## config.mk

```make
export PLATFORM = sky130hd
export DESIGN_NAME = csa_resolver
export DESIGN_NICKNAME = d
export VERILOG_FILES = /design/src/rtl/csa_resolver.sv
export SDC_FILE = /design/constraint.sdc
export NUM_CORES = 1
export LEC_CHECK = 0
export CORE_MARGIN = 2
export CORE_UTILIZATION = 40
export DETAILED_ROUTE_END_ITERATION = 10
export SETUP_SLACK_MARGIN = 0.4
export SLEW_MARGIN = 5
export SYNTH_ARGS = -nofsm -noshare
export SYNTH_HDL_FRONTEND = slang
export SYNTH_SLANG_ARGS = --single-unit
```

## constraint.sdc

```tcl
create_clock -name clk -period 3.39 [get_ports clk]
set_input_delay 0.678 -clock clk [delete_from_list [all_inputs] [get_ports clk]]
set_output_delay 0.678 -clock clk [all_outputs]
set_load 0.01 [all_outputs]
```

## src/rtl/csa_resolver.sv

```systemverilog
// Resolves a carry-save (sum, carry) pair to a binary result with a chunked ripple add.
// The add covers CHUNK bits per cycle, so one operation takes WIDTH/CHUNK cycles.
module csa_resolver #(
    parameter int WIDTH = 8,
    parameter int CHUNK = 2
) (
    input  logic             clk,
    input  logic             rst_n,
    input  logic             in_valid,
    output logic             in_ready,
    input  logic [WIDTH-1:0] in_sum,
    input  logic [WIDTH-1:0] in_carry,
    output logic             out_valid,
    input  logic             out_ready,
    output logic [WIDTH-1:0] out_result,
    output logic             out_cout,
    output logic             busy
);

    localparam int N    = WIDTH / CHUNK;
    localparam int IDXW = (N > 1) ? $clog2(N) : 1;

    typedef enum logic [1:0] {
        IDLE,
        RUN,
        DONE
    } state_t;

    state_t            state, state_nxt;
    logic [WIDTH-1:0]  s_q, k_q, work_q, work_nxt;
    logic [IDXW-1:0]   idx_q;
    logic              carry_q;
    logic [CHUNK:0]    chunk_add;
    logic              last_chunk;

    assign last_chunk = (idx_q == IDXW'(N - 1));

    // NOTE: every signal assigned in always_comb gets a default first, so no path leaves it unassigned and no latch is inferred.
    always_comb begin
        chunk_add = {1'b0, s_q[idx_q*CHUNK +: CHUNK]}
                  + {1'b0, k_q[idx_q*CHUNK +: CHUNK]}
                  + {{CHUNK{1'b0}}, carry_q};
        work_nxt = work_q;
        work_nxt[idx_q*CHUNK +: CHUNK] = chunk_add[CHUNK-1:0];
    end

    // NOTE: sequential state uses non-blocking assignments, so every flop samples the pre-edge values.
    always_ff @(posedge clk or negedge rst_n) begin
        if (!rst_n) state <= IDLE;
        else        state <= state_nxt;
    end

    always_comb begin
        state_nxt = state;
        case (state)
            IDLE:    if (in_valid)   state_nxt = RUN;
            RUN:     if (last_chunk) state_nxt = DONE;
            DONE:    if (out_ready)  state_nxt = IDLE;
            default:                 state_nxt = IDLE;
        endcase
    end

    // NOTE: the operand and working registers are reset as well, so a reset in mid-operation leaves no stale data.
    always_ff @(posedge clk or negedge rst_n) begin
        if (!rst_n) begin
            s_q        <= '0;
            k_q        <= '0;
            work_q     <= '0;
            idx_q      <= '0;
            carry_q    <= 1'b0;
            out_result <= '0;
            out_cout   <= 1'b0;
        end else begin
            case (state)
                IDLE: begin
                    if (in_valid) begin
                        s_q     <= in_sum;
                        k_q     <= in_carry;
                        work_q  <= '0;
                        idx_q   <= '0;
                        carry_q <= 1'b0;
                    end
                end
                RUN: begin
                    work_q  <= work_nxt;
                    carry_q <= chunk_add[CHUNK];
                    idx_q   <= idx_q + IDXW'(1);
                    if (last_chunk) begin
                        // Results are published only on entry to DONE; they hold until the next completion.
                        out_result <= work_nxt;
                        out_cout   <= chunk_add[CHUNK];
                        idx_q      <= '0;
                    end
                end
                default: ;
            endcase
        end
    end

    assign in_ready  = (state == IDLE);
    assign out_valid = (state == DONE);
    assign busy      = (state != IDLE);

endmodule
```

==> metrics list, run 1 <==
- The min-delay analysis places its worst path in the category in -> async.
- The number of buffers and inverters on the critical path is 1.
- Setup violations remaining at the end of the flow were counted as 0.
- Relative slew slack: 43.7%
* Type of element launching the critical path: flop
- Overall routed net length: about 3.4 mm
- Number of cell instances on the worst register-to-register path: 6
- For the pin with the worst max-slew slack, the measured transition is about 0.84 ns.
* Global-route wire length before repair: 6.11 mm
- Total power consumption of the routed design: 2.25 mW
- Sink Count: 38
* Initial DRC Count: 120
- The number of antenna diodes in the final layout is 0.
- Along the worst path, the maximum fanout reaches 13.
* Top post-synthesis cells by area: sky130_fd_sc_hd__dfrtp_1, sky130_fd_sc_hd__mux2_2, sky130_fd_sc_hd__mux4_2
- The number of antenna violations at the first check in global routing was 0.
* CTS max path bufs: 2
* Fin nets: ~200
- Total vias in the final route: 1238
* Peak per-stage delay on the critical path: 0.65 ns
- Cell with the biggest individual delay on the critical path: sky130_fd_sc_hd__dfrtp_1
* Post-Synthesis Cells: ~140
- Total die area: approximately 0.0051 mm2
- Multi-input gate area in the final layout: around 780 um2
* Average via count per standard cell: between 5 and 6
* Clock latency of the later-clocked register in the worst-skew pair: 0.29 ns
- The flow ran to the end, and the final reports show no timing, DRC or antenna violations.
- Peak VDD IR: 0.448 mV
- The floorplan step set the die height to roughly 70 um.
* Number of iterations in the first detailed-routing pass: 4
- Syn_area_per_cell: 12.6 um2
- Entering global routing, the biggest net connects 39 pins.
- Number of cells on the critical path: 6
* Count of buffers added by post-CTS timing repair for setup: 0
- Cell Area, Synth: between 0.0015 and 0.002 mm2
* Warning count from the yosys run: 0
- In the routed design, unresolved DRC markers number 0.
* Arrival time reported for the critical path endpoint: between 2 and 3 ns
- Including well taps, the total number of placed cells is between 200 and 250.
- Fin Clk Skew: 0.00883 ns
* Number of global-route vias before repair: around 1300
* Count of endpoints failing hold in the final timing report: 0
- Total number of placement rows: 24
- The tool flagged a number of max-cap violations equal to 0.
* Pwr/cell area: about 1000 mW/mm2
- Area occupied by registers: about 950 um2
- Resize count post-CTS: 0
* Global router's overall resource usage: between 10% and 20%
- The worst path needs roughly 2.7 ns of the cycle, external delays included.
- The filler cells instantiated in the layout total 392.
- sky130_fd_sc_hd__dfrtp_1 takes more of the synthesized area than any other cell.
- After routing, the total negative slack on setup checks comes to 0 ns.
* Hold-fix buffers, CTS: 0
* # IOs: 32
- Setup repair after global routing left no endpoint under its margin.
* Synthesized Nets: 172
- Clock transition time at the flip-flop clock pins of the worst setup and hold paths: 0.08 ns
- The synthesized design contains 38 register bits.
- Core footprint: 0.00435 mm2
- The count of final max-slew check failures is 0.
- Post-route non-filler standard cell count: ~230
* Library cell used as clock root buffer: sky130_fd_sc_hd__clkbuf_8
- In the final layout, the share of cells above drive strength 1 is about a fifth.
* Top delay family on crit path: adder cells
* P&R area growth vs syn: 23.6%
* Required time of the worst setup path: 3.62 ns
- In this run the static leakage power is between 0.9 and 1 nW.
- DIE WIDTH: between 70 and 80 um
- Dominant cell type by count on the critical path: sky130_fd_sc_hd__fa_1
- Detailed Place HPWL: approximately 2.5 mm
- STA classifies the critical path endpoint as a flop.
- TritonCTS built the clock tree.
* WL per Instance: between 15 and 20 um
- Area fraction of the dominant cell type after synthesis: 52.4%
- TritonCTS Buffers: 5
* GPL Wtd Cong: around 0.8
- Remaining antenna violation count after routing: 0
- Startpoint-to-endpoint class of the critical path: reg -> reg
- Count of port buffers added during placement: 31
- Share of the yosys chip area belonging to registers: 52.4%
* Ordered list of cells on the worst path: mux4_2, fa_1, inv_1, fa_1, nor2_1, a22o_1
* Number of library cell types mapped by synthesis: 28
* Grt ovf: 0
- H-tree depth reported by CTS: 2
* Fmax achieved: 374 MHz
- Initial standard-cell utilization of the core: a little over two fifths
- Of the available clock period, the critical path in the final layout requires approximately 79%.
-- worst reg2reg max path, delay by kind of cell, from the launching register on --
kind	cells	cell delay, ns
fa+ha+maj	2	0.83
flops	1	0.65
mux	1	0.59
simple gates	1	0.26
compound gates	1	0.21
buf+inv	1	0.07
-- cell type report --
cell class | instances | area share (%)
sequential | 38 | 42.4
multi-input combinational | 87 | 34.7
timing repair buffer | 32 | 14.0
clock buffer | 7 | 3.85
tap | 52 | 2.90
inverter | 12 | 2.01
clock inverter | 1 | 0.223
-- power breakdown --
part           total [mW]  internal (mW)  switching (mW)
Clock               0.314          0.164           0.150
Sequential          0.817          0.663           0.154
Combinational        1.11          0.550           0.565
-- cells in the mapped netlist (all sizes together) --
cell and count:
dfrtp 38, nor2 18, mux2 16, inv 12, a221oi 8, buf 6
ha 6, o21ai 6, a22o 4, a32o 4, mux4 4, and4bb 3
nand2 3, fa 2, nand2b 2, a21oi 1, and3b 1, and4b 1
clkbuf 1, nand3b 1, nor2b 1, nor3b 1, o21ba 1, o21bai 1
o22ai 1, o31ai 1, or3 1
-- layout by cell type (no fill, tap or decap), drive strengths merged, types with 2 or more instances in the layout --
cell	count
a221oi	8
a22o	4
a32o	4
and4bb	3
buf	2
clkbuf	7
clkdlybuf4s50	30
dfrtp	38
fa	2
ha	6
inv	12
mux2	16
mux4	4
nand2	3
nand2b	2
nor2	18
o21ai	6
-- state kept, by name, summed over array words and instances (netlist names) --
register    cells
out_cout        1
work_q          8
out_result      8
idx_q           2
k_q             8
carry_q         1
state           2
s_q             8
-- path summary, 6_finish.rpt --
check	start	to	slack (ns)
hold reg to reg	out_result[4]	out_result[4]	0.49
max in group asynchronous	rst_n	carry_q	2.36
setup reg to reg	idx_q[0]	work_q[1]	0.72
min in group clk	out_result[4]	out_result[4]	0.49
setup / recovery	idx_q[0]	work_q[1]	0.72
hold / removal	rst_n	out_result[0]	0.49
-- per-stage QoR --
step	area [um2]	utilization [%]	hold slack, ns	setup slack (ns)
floorplan	1810	-	0.382	1.04
global placement	2150	49.4	0.479	0.795
detailed placement	2150	49.4	0.482	0.739
CTS	2240	51.5	0.499	0.679
global route	2240	51.5	0.514	0.493
finish	2240	51.5	0.492	0.719
-- kinds of logic (layout without fill, tap and decap cells) --
logic type                 count (synthesis)  after routing  synth area share [%]
buffers and inverters                     19             52                  4.76
muxes                                     20             20                  14.9
adders and majority gates                  8              8                  6.34
DFF                                       38             38                  52.4
AOI/OAI and AO/OA                         27             27                  11.7
and+or+nand+nor                           32             32                  9.93
-- per-layer routing --
layer / wire (um) / track usage [%] / up-vias
met3: 161 / 3.38 / 6
met1: 1520 / 20.0 / 616
met5: 0 / 0 / -
met4: 53 / 5.87 / 0
li1: - / - / 580
met2: 1710 / 24.4 / 36
No activity file was read; power rests on OpenSTA's default activity.
==> run 2, diff against run 1 <==
--- a/config.mk
+++ b/config.mk
@@ -8,6 +8,7 @@
 export CORE_MARGIN = 2
 export CORE_UTILIZATION = 40
 export DETAILED_ROUTE_END_ITERATION = 10
+export PLACE_DENSITY = 0.66
 export SETUP_SLACK_MARGIN = 0.4
 export SLEW_MARGIN = 5
 export SYNTH_ARGS = -nofsm -noshare
==> constraint.sdc (replaced) <==
create_clock -name clk -period 2.4 [get_ports clk]
set_input_delay 0.48 -clock clk [delete_from_list [all_inputs] [get_ports clk]]
set_output_delay 0.48 -clock clk [all_outputs]
set_load 0.01 [all_outputs]
==> metrics list, run 2 (synthesized netlist as in run 1, its figures left out) <==
- Kind of capture point of the worst setup path: flop
- The setup TNS after final layout came to 0 ns (unchanged).
* Sink Count: 38 (unchanged)
- The number of I/O port buffers came to 31 (unchanged).
- Initial antenna violation count: 0 (unchanged)
- The antenna diode count was 0 (unchanged).
- Unrepaired setup endpoints after global routing: yes
- The number of cells on the worst reg-to-reg path was 6 (unchanged).
- The run finished with clean final reports.
* Dominant cell type by count on the critical path: sky130_fd_sc_hd__fa_2
- The global-route congestion overflow total was 0 (unchanged).
- The library cells used most frequently in the layout, excluding fill and tap cells, are sky130_fd_sc_hd__dfrtp_1, sky130_fd_sc_hd__clkdlybuf4s50_1, sky130_fd_sc_hd__mux2_2, sky130_fd_sc_hd__nor2_1, sky130_fd_sc_hd__inv_1.
- Number of max-slew violations in the final report: 0 (unchanged)
- Total vias in the final route: 1244 (+0.48%)
- Initial DRC Count: 89 (-26%)
* Total power consumption of the routed design: 3.50 mW (+56%)
- The all-layer global routing usage was 15.9% (+0.74 points).
- The remaining antenna violation count after routing was 0 (unchanged).
- DIE WIDTH: 71.3 um (unchanged)
* Worst setup slack for register-to-register paths: 0.19 ns (-0.53 ns)
- Post-route clock period utilization: 92.2% (+13 points)
* Maxcap violations: 0 (unchanged)
- Number of iterations in the first detailed-routing pass: 4 (unchanged)
- The worst-skew pair later-pin latency came to 0.29 ns (about the same).
* Average via count per standard cell: 5.34 (-1.2%)
* Fmax achieved: 452 MHz (+21%)
* P&R area growth vs syn: 29.2%
- After global routing, the most crowded layer is met2.
- The slew at the pin with the worst max-slew slack came to 0.828 ns (-0.0171 ns).
* Detailed Place HPWL: 2.61 mm (+6.3%)
- The die footprint came to 0.00509 mm2 (unchanged).
- The largest fanout of any net on the critical path came to 4 (-9).
- The maximum number of buffers from clock root to sink was 2 (unchanged).
- Number of global-route vias before repair: 1296 (-1.1%)
- TritonCTS built the clock tree.
- The pin count of the biggest net entering global routing is 39 (unchanged).
- Worst Setup EP: work_q[3]
- The placeable core area was 0.00435 mm2 (unchanged).
- Critical path buffers and inverters: 1 (unchanged)
- The CTS clock-pin slew for the worst setup and hold paths came to 0.08 ns (about the same).
- The weighted congestion reported at the end of routability-driven placement came to 0.822 (+5.2%).
- TritonCTS Buffers: 5 (unchanged)
* Top delay family on crit path: adder cells
- Most frequent standard cell in the layout excluding fill and tap cells: sky130_fd_sc_hd__dfrtp_1
- Die height: 71.3 um (unchanged)
- Library cell used as clock root buffer: sky130_fd_sc_hd__clkbuf_8
* Cells after DPL: 224 (+1.4%)
- Met2 usage: 26.0% (+1.6 points)
- Startpoint-to-endpoint class of the critical path: reg -> reg
* Total number of placement rows: 24 (unchanged)
- The delay of the slowest cell on the worst path came to 0.54 ns (-0.11 ns).
- The I/O pin total is 32 (unchanged).
- The worst setup path is launched from a flop.
- The ratio of cells with drive above 1 in the final layout was 29.3% (+10 points).
- The number of standard cells in the layout, taps in and fillers out came to 233 (+1.7%).
* Overall routed net length: 3.55 mm (+3.0%)
* Fin nets: 208 (+2.0%)
- The starting utilization of the core area was 41.7% (unchanged).
- Global routing met1 resource utilization: 19.8% (-0.20 points)
* Global-route wire length before repair: 6.18 mm (+1.2%)
- The number of hold-slack violations in the final timing report came to 0 (unchanged).
- The wire length per cell after detailed routing was 15.2 um (+1.3%).
- The critical path depth is 6 (unchanged).
* Required time of the worst setup path: 2.63 ns (-0.99 ns)
- The number of failing setup endpoints in the final timing report is 0 (unchanged).
- Arrival time reported for the critical path endpoint: 2.45 ns (-0.45 ns)
- The worst slew slack as a fraction of its limit was 44.8% (+1.1 points).
- Reg-to-reg critical path endpoint: work_q[3]
* Fin Clk Skew: 0.0101 ns (+0.00124 ns)
- Hold-fix buffers, CTS: 0 (unchanged)
- DRC violations left: 0 (unchanged)
* R2R Path Start: idx_q[0]
- Leakage component of the power: 1.05 nW (+6.6%)
- Ordered list of cells on the worst path: mux4_2, fa_2, inv_2, fa_2, nor2_4, a22o_1
- In this run the worst setup path begins at idx_q[0].
- The slowest stage of the critical path is the sky130_fd_sc_hd__mux4_2 cell.
- Peak VDD IR: 0.707 mV (+58%)
- The worst hold path belongs to the class in -> async.
- Shortest clock period the worst path allows after layout: 2.21 ns (-0.458 ns)
- The level count of the clock H-tree was 2 (unchanged).
- Met3 layer usage reported by global route: 5.06% (+1.7 points)
- The cell area power density is 1490 mW/mm2 (+49%).
[run 2: cell types whose count changed in the layout (fill, tap and decap cells not counted), sizes merged]
cell,delta
dlymetal6s2s,+1
clkdlybuf4s50,-1
buf,+4
[run 2: through the flow]
step                hold WS (ns)  instance area, um2  setup WS, ns  util (%)
floorplan                  0.184                1880         0.133         -
global placement           0.488                2230         0.207      51.2
detailed placement         0.493                2230         0.147      51.2
global route               0.363                2340        0.0620      53.8
finish                     0.276                2340         0.187      53.8
CTS                        0.303                2330         0.155      53.5
[run 2: worst min-delay path by stage]
| stage | from | end | slack (ns) | depth (start not counted) |
|---|---|---|---|---|
| after detailed placement | k_q[5] | k_q[5] | 0.49 | 1 |
| final | rst_n | out_result[2] | 0.28 | 1 |
| after CTS | rst_n | out_result[2] | 0.30 | 1 |
| after floorplan | rst_n | carry_q | 0.18 | 0 |
| after global routing | rst_n | work_q[2] | 0.36 | 1 |
| after global placement | k_q[7] | k_q[7] | 0.49 | 1 |
[run 2: routing by layer]
metal  routed length (um)  part of all wire, %  up-vias
li1                     -                    -      585
met1                 1590                   45      621
met2                 1780                   50       34
met3                  155                  4.4        4
met4                   25                 0.70        0
met5                    0                    0        -
[run 2: report_power, final]
part | internal, mW | total, mW | switching, mW
combinational | 0.936 | 1.92 | 0.985
clock | 0.232 | 0.447 | 0.215
sequential | 0.940 | 1.13 | 0.194
[run 2: worst reg2reg max path, cell delays in order (launching register included)]
cell                      delay (ns)
sky130_fd_sc_hd__dfrtp_1        0.41
sky130_fd_sc_hd__mux4_2         0.54
sky130_fd_sc_hd__fa_2           0.37
sky130_fd_sc_hd__inv_2          0.06
sky130_fd_sc_hd__fa_2           0.47
sky130_fd_sc_hd__nor2_4         0.14
sky130_fd_sc_hd__a22o_1         0.16
[run 2: final cells by class]
type | instances | area (um2)
fillers | 364 | 2010
flip-flops and latches | 38 | 952
multi-input cells | 87 | 842
repair buffers | 36 | 345
clock buffers | 7 | 86.3
well taps | 52 | 65.1
inverters | 12 | 47.5
clock inverters | 1 | 5.00
[run 2: what timing repair did]
item	CTS	global route
resized for setup	4	2
endpoints found under the hold margin	0	0
setup endpoints to repair	9	15
cloned	0	0
pin swaps	0	3
setup buffers	0	1
